File: config.mk
export PLATFORM = sky130hd
export DESIGN_NAME = correlator_packet_tx
export DESIGN_NICKNAME = d
export VERILOG_FILES = /design/src/rtl/correlator_pkg.sv /design/src/rtl/correlator_packet_tx_shifter.sv /design/src/rtl/correlator_packet_tx.sv
export SDC_FILE = /design/constraint.sdc
export NUM_CORES = 1
export LEC_CHECK = 0
export ABC_AREA = 1
export CORE_ASPECT_RATIO = 0.6
export CORE_MARGIN = 1.5
export CORE_UTILIZATION = 27
export DETAILED_ROUTE_END_ITERATION = 10
export PLACE_DENSITY_LB_ADDON = 0.25
export SYNTH_ARGS = -nofsm -noshare
export SYNTH_HDL_FRONTEND = slang
export SYNTH_SLANG_ARGS = --single-unit
export TNS_END_PERCENT = 5
File: constraint.sdc
create_clock -name clk -period 2.45 [get_ports clk]
set_input_delay 0.49 -clock clk [delete_from_list [all_inputs] [get_ports clk]]
set_output_delay 0.49 -clock clk [all_outputs]
set_load 0.02 [all_outputs]
File: src/rtl/correlator_pkg.sv
// correlator_pkg
//   Shared definitions for the correlator readout transmit path: frame section
//   sizes, ASCII line terminator bytes, the transmit FSM state type and the
//   nibble-to-ASCII-hex helper.
package correlator_pkg;

    localparam int HEADER_SIZE = 64;
    localparam int FOOTER_SIZE = 64;

    localparam logic [7:0] ASCII_CR = 8'h0D;
    localparam logic [7:0] ASCII_LF = 8'h0A;

    typedef enum logic [2:0] {
        IDLE,
        HEADER,
        PAYLOAD,
        FOOTER,
        EOL
    } tx_state_t;

    // Uppercase hex digit: 0-9 -> '0'-'9', A-F -> 'A'-'F'.
    function automatic logic [7:0] hex_ascii(input logic [3:0] nibble);
        if (nibble < 4'd10) begin
            return 8'h30 + {4'h0, nibble};
        end
        return 8'h37 + {4'h0, nibble};
    endfunction

endpackage

File: src/rtl/correlator_packet_tx_shifter.sv
// tx_byte_shifter
//   Loadable shadow register that presents its most significant byte and
//   shifts left by one byte per advance, zero-filling from the bottom.
// Ports:
//   clk, reset   clock, synchronous active-high reset (clears the shadow)
//   load         capture load_value (has priority over advance)
//   load_value   WIDTH-bit value to capture
//   advance      drop the current top byte and expose the next one
//   top_byte     current most significant byte
module tx_byte_shifter #(
    parameter int WIDTH = 64
) (
    input  logic             clk,
    input  logic             reset,
    input  logic             load,
    input  logic [WIDTH-1:0] load_value,
    input  logic             advance,
    output logic [7:0]       top_byte
);

    logic [WIDTH-1:0] shadow;

    always_ff @(posedge clk) begin
        if (reset) begin
            shadow <= '0;
        end else if (load) begin
            shadow <= load_value;
        end else if (advance) begin
            shadow <= shadow << 8;
        end
    end

    assign top_byte = shadow[WIDTH-1 -: 8];

endmodule

File: src/rtl/correlator_packet_tx.sv
// correlator_packet_tx
//   Snapshots the correlator payload and a timestamp on an accepted start,
//   then streams header | payload | footer byte-serially to the UART sink,
//   either as raw bytes (BINARY=1) or as uppercase ASCII hex followed by CR LF
//   (BINARY=0). clear_acc pulses once per snapshot to restart integration.
//   Footer = {SYNC_WORD, seq, checksum}.
// Configuration:
//   CORRELATOR_TX_CHECKSUM_EN  when defined, footer[31:0] carries the 32-bit
//                              wrapping sum of the raw payload bytes; otherwise
//                              it is zero and no adder is built.
// Ports:
//   clk, reset        clock, synchronous active-high reset
//   start             snapshot request, accepted only when idle
//   payload           correlator accumulators (PAYLOAD_SIZE bits)
//   timestamp         64-bit timestamp
//   busy              high from accepted start until the last byte handshake
//   clear_acc         one-cycle pulse the cycle after an accepted start
//   tx_data/tx_valid  byte stream to the UART, tx_ready handshake
//   pkt_done          one-cycle pulse the cycle after the final transfer
module correlator_packet_tx
    import correlator_pkg::*;
#(
    parameter int          PAYLOAD_SIZE = 64,
    parameter int          BINARY       = 0,
    parameter logic [15:0] SYNC_WORD    = 16'hAA55
) (
    input  logic                    clk,
    input  logic                    reset,
    input  logic                    start,
    input  logic [PAYLOAD_SIZE-1:0] payload,
    input  logic [63:0]             timestamp,
    output logic                    busy,
    output logic                    clear_acc,
    output logic [7:0]              tx_data,
    output logic                    tx_valid,
    input  logic                    tx_ready,
    output logic                    pkt_done
);

    localparam logic [15:0] HEADER_LAST  = 16'(HEADER_SIZE / 8 - 1);
    localparam logic [15:0] PAYLOAD_LAST = 16'(PAYLOAD_SIZE / 8 - 1);
    localparam logic [15:0] FOOTER_LAST  = 16'(FOOTER_SIZE / 8 - 1);
    localparam logic        IS_BINARY    = (BINARY != 0);

    tx_state_t   state;
    tx_state_t   state_next;
    logic [15:0] byte_cnt;
    logic        nibble_sel;
    logic [15:0] seq;
    logic [7:0]  header_byte;
    logic [7:0]  payload_byte;
    logic [7:0]  footer_byte;
    logic [7:0]  raw_byte;
    logic        section_end;
    logic        xfer;
    logic        byte_done;
    logic        accept;
    logic        final_xfer;
    logic        header_adv;
    logic        payload_adv;
    logic        footer_load;
    logic [31:0] footer_check;

    assign tx_valid = (state != IDLE);
    assign busy     = tx_valid;
    assign xfer     = tx_valid & tx_ready;
    // In hex mode (and in EOL) a frame byte is finished only when its second
    // character is accepted; nibble_sel marks that second character.
    assign byte_done   = xfer & (IS_BINARY | nibble_sel);
    assign accept      = (state == IDLE) & start;
    assign final_xfer  = byte_done & (state_next == IDLE);
    assign header_adv  = byte_done & (state == HEADER);
    assign payload_adv = byte_done & (state == PAYLOAD);
    // The footer is captured as the last payload byte leaves so that the
    // checksum already includes that byte.
    assign footer_load = payload_adv & section_end;

`ifdef CORRELATOR_TX_CHECKSUM_EN
    logic [31:0] checksum;
    logic [31:0] checksum_next;

    assign checksum_next = checksum + {24'h0, payload_byte};
    assign footer_check  = checksum_next;

    always_ff @(posedge clk) begin
        if (reset) begin
            checksum <= 32'h0;
        end else if (accept) begin
            checksum <= 32'h0;
        end else if (payload_adv) begin
            checksum <= checksum_next;
        end
    end
`else
    assign footer_check = 32'h0;
`endif

    tx_byte_shifter #(.WIDTH(HEADER_SIZE)) u_header_shadow (
        .clk        (clk),
        .reset      (reset),
        .load       (accept),
        .load_value (timestamp),
        .advance    (header_adv),
        .top_byte   (header_byte)
    );

    tx_byte_shifter #(.WIDTH(PAYLOAD_SIZE)) u_payload_shadow (
        .clk        (clk),
        .reset      (reset),
        .load       (accept),
        .load_value (payload),
        .advance    (payload_adv),
        .top_byte   (payload_byte)
    );

    tx_byte_shifter #(.WIDTH(FOOTER_SIZE)) u_footer_shadow (
        .clk        (clk),
        .reset      (reset),
        .load       (footer_load),
        .load_value ({SYNC_WORD, seq, footer_check}),
        .advance    (byte_done & (state == FOOTER)),
        .top_byte   (footer_byte)
    );

    always_ff @(posedge clk) begin
        if (reset) begin
            state <= IDLE;
        end else begin
            state <= state_next;
        end
    end

    always_comb begin
        state_next  = state;
        raw_byte    = 8'h00;
        section_end = 1'b0;
        tx_data     = 8'h00;
        case (state)
            IDLE: begin
                if (start) begin
                    state_next = HEADER;
                end
            end
            HEADER: begin
                raw_byte    = header_byte;
                section_end = (byte_cnt == HEADER_LAST);
                if (byte_done && section_end) begin
                    state_next = PAYLOAD;
                end
            end
            PAYLOAD: begin
                raw_byte    = payload_byte;
                section_end = (byte_cnt == PAYLOAD_LAST);
                if (byte_done && section_end) begin
                    state_next = FOOTER;
                end
            end
            FOOTER: begin
                raw_byte    = footer_byte;
                section_end = (byte_cnt == FOOTER_LAST);
                if (byte_done && section_end) begin
                    state_next = IS_BINARY ? IDLE : EOL;
                end
            end
            EOL: begin
                section_end = 1'b1;
                if (byte_done) begin
                    state_next = IDLE;
                end
            end
            default: begin
                state_next = IDLE;
            end
        endcase

        if (state == EOL) begin
            tx_data = nibble_sel ? ASCII_LF : ASCII_CR;
        end else if (state != IDLE) begin
            if (IS_BINARY) begin
                tx_data = raw_byte;
            end else begin
                tx_data = nibble_sel ? hex_ascii(raw_byte[3:0]) : hex_ascii(raw_byte[7:4]);
            end
        end
    end

    always_ff @(posedge clk) begin
        if (reset) begin
            byte_cnt   <= 16'd0;
            nibble_sel <= 1'b0;
            seq        <= 16'd0;
            clear_acc  <= 1'b0;
            pkt_done   <= 1'b0;
        end else begin
            clear_acc <= accept;
            pkt_done  <= final_xfer;
            if (pkt_done) begin
                seq <= seq + 16'd1;
            end
            if (accept) begin
                byte_cnt   <= 16'd0;
                nibble_sel <= 1'b0;
            end else if (byte_done) begin
                nibble_sel <= 1'b0;
                byte_cnt   <= section_end ? 16'd0 : byte_cnt + 16'd1;
            end else if (xfer) begin
                nibble_sel <= 1'b1;
            end
        end
    end

endmodule

==> impl_results.md <==
- Status: complete, but fails checks
- Violated checks: negative setup slack
- Hold buffer count at CTS: 0
- Gr ovfl total: 0
- H-Tree Depth: 4
- CP required: 1.96 ns
- Relative slew slack: 65.3%
- Die footprint: 34300 um2
- Reg2reg end: u_footer_shadow.shadow[39]
- IO Pins: 144
- Netlist cell types: 39
- Dpl cell area: 11200 um2
- Async S/R FF share, synth: 0%
- Post-DR wirelength/cell: 15.6 um
- Antenna Cells: 0
- Finished Cell Area: 12100 um2
- RSZ-0062 raised after global routing: yes
- Worst IR Drop VDD: 0.503 mV
- Synth top area share: 44.2%
- Design Power: 7.43 mW
- DRC errors left: 0
- Worst hold path type: reg -> reg
- Share of cells above drive strength 1: 12.2%
- Sequential area share after synthesis: 44.2%
- Max Cap Viol: 0
- Crit path DAT: 2.14 ns
- Hold Path Stages: 2
- Commonest cells post-synth: nand2_1 (387), dfxtp_1 (198), nand3_1 (114)
- Power density over the cells: 617 nW/um2
- Top post-synthesis cells by area: dfxtp_1 (44%), nand2_1 (16%), nand3_1 (6.4%), o211a_1 (4.5%), a31oi_1 (3.6%)
- Core Box Area: 32500 um2
- Yosys top cell by area: dfxtp_1
- Height of the die: 144 um
- Mapped cell area: 8960 um2
- Antenna Nets Post-Route: 0
- Fin nets: 1532
- Leak: 4.94 nW
- R2r startpoint: state[0]
- Final Max Slew Viols: 0
- CTS buffer count: 17
- Pin count of the biggest net entering global routing: 76
- Maximum clock insertion buffer count: 2
- Clock Skews: 0.00886 ns
- Clk root buf: clkbuf_16
- Fin cells: 1833
- Crit path max fanout: 5
- Final Setup Violations: 7
- Seq cells post-synth: 198
- Critical path's slowest cell: dfxtp_4
- Initial antenna violation count: 2
- Cells after Synth: 1238
- Final core utilization: 37.0%
- Crit-path cells: buf_6 -> nand2_1 -> nor2_2 -> buf_4 -> nand2_1 -> nand3_2 -> nor2_2 -> nor2_4 -> buf_4 -> a211oi_2 -> buf_2
- Ys flop type: dfxtp_1
- Syn Nets: 1374
- Final Hold Fails: 0
- Slew @ Worst Pin: 0.516 ns
- Drt pass-1 iters: 7
- Worst-Skew Late Latency: 0.44 ns
- Synth Warn #: 0
- Period minus WS final: 2.63 ns
- Clock Sinks: 198
- Most common cell in the netlist: nand2_1
- First-pass GRT wire length: 45.3 mm
- Vias/cell: 4.79
- Startpoint types: flop
- Die Width: 238 um
- Starting Density: 27.5%
- Biggest cell delay along the critical path: 0.37 ns
- WL final: 28.5 mm
- DRC violation total after the first TritonRoute iteration: 652
- Placed cells: 1792
- Area grow syn2layout: 34.5%
- Hold wc startpoint: u_payload_shadow.shadow[27]
- Pre-CTS setup slack: -0.294 ns
- Vias: 8783
- Final WS setup: -0.178 ns
- Gr usage total: 16.9%
- Vias in the first global route: 8273
- RD Place Congestion: 0.884
- Clock slew at reported path FFs: 0.07 ns
- CTS tree: done
- R2r worst-path depth: 12
- Crit end category: primary output
- Kind of critical path: reg -> out
- Reg2Reg Setup Slack: 0.30 ns
- Num rows: 51
- Detail Placement HPWL: 20.5 mm
- Hold Path Sink: u_payload_shadow.shadow[27]
- Post-route clock period utilization: 107%
- Buffers on Ports: 142
- CP Launch Point: state[0]
- FMAX: 381 MHz
- Post-Syn Area per Cell: 7.24 um2
- Post-synth EDFFs: 0
[logic make-up after synthesis]
kind of cell               Yosys count  synth area share [%]
DFF                                198                  44.2
and+or+nand+nor                    642                  30.1
adders and majority gates            4                 0.558
buffers and inverters              158                  7.58
AOI/OAI and AO/OA                  229                  16.9
other                                1                0.0418
xor gates and xnor gates             6                 0.586
[layout make-up]
| class | instances | area [um2] |
|---|---|---|
| inverters | 83 | 320 |
| well taps | 424 | 531 |
| flip-flops and latches | 198 | 3980 |
| clock buffers | 25 | 505 |
| multi-input cells | 882 | 4480 |
| repair buffers | 214 | 2100 |
| fillers | 3435 | 20500 |
| clock inverters | 7 | 140 |
[cell usage in the layout (no fill, tap or decap), types with 9 or more instances in the layout]
| cell type | count |
|---|---|
| inv_1 | 68 |
| nand2_1 | 380 |
| clkbuf_16 | 17 |
| inv_2 | 11 |
| a21oi_1 | 60 |
| o21ai_0 | 42 |
| o211a_1 | 40 |
| nor2_4 | 9 |
| nand2_2 | 10 |
| buf_4 | 59 |
| nor3_1 | 20 |
| nand4_1 | 17 |
| buf_12 | 10 |
| o221ai_1 | 10 |
| nand3_1 | 107 |
| nor2_1 | 72 |
| a31oi_1 | 52 |
| dfxtp_1 | 195 |
| clkdlybuf4s50_1 | 132 |
| buf_6 | 9 |
[report_power, final]
group / switching, mW / internal (mW)
Combinational: 0.451 / 0.441
Clock: 1.23 / 1.85
Sequential: 0.0890 / 3.37
[flip-flops by register name, indices dropped and copies added, names as in the netlist]
name                     count
state                        3
clear_acc                    1
byte_cnt                    16
u_payload_shadow.shadow     64
nibble_sel                   1
pkt_done                     1
u_footer_shadow.shadow      32
u_header_shadow.shadow      64
seq                         16
[critical path, delay by kind of cell, from the launching register on]
kind	cells	cell delay, ns
compound gates	1	0.15
buf+inv	4	0.58
flops	1	0.37
simple gates	6	0.59
[timing repair]
action,CTS,global route
gates resized for setup,74,23
setup endpoints to repair,7,7
cloned,0,0
buffers inserted,6,3
pin swaps,11,15
[metal layers]
layer | wire [um] | part of all wire, % | global-route usage (%) | vias to the layer above
li1 | - | - | - | 4480
met1 | 15200 | 53 | 25.0 | 4080
met2 | 11600 | 41 | 24.2 | 185
met3 | 1310 | 4.6 | 3.63 | 34
met4 | 439 | 1.5 | 5.06 | 4
met5 | 22 | 0.077 | 0 | -
[stage by stage]
step	hold slack (ns)	setup TNS, ns
after floorplan	0.426	0
after global routing	0.481	-1.86
after detailed placement	0.449	-1.52
after global placement	0.446	-1.41
final	0.457	-0.903
after CTS	0.460	-0.762
[worst max-delay path by stage]
stage	depth (start not counted)	slack, ns	to
3_5_place_dp	11	-0.29	tx_data[1]
2_1_floorplan	11	0.12	tx_data[4]
6_report	11	-0.18	tx_data[5]
5_1_grt	16	-0.32	tx_data[2]
4_1_cts	11	-0.15	tx_data[1]
3_3_place_gp	11	-0.28	tx_data[1]
No activity file was read; power rests on OpenSTA's default activity.
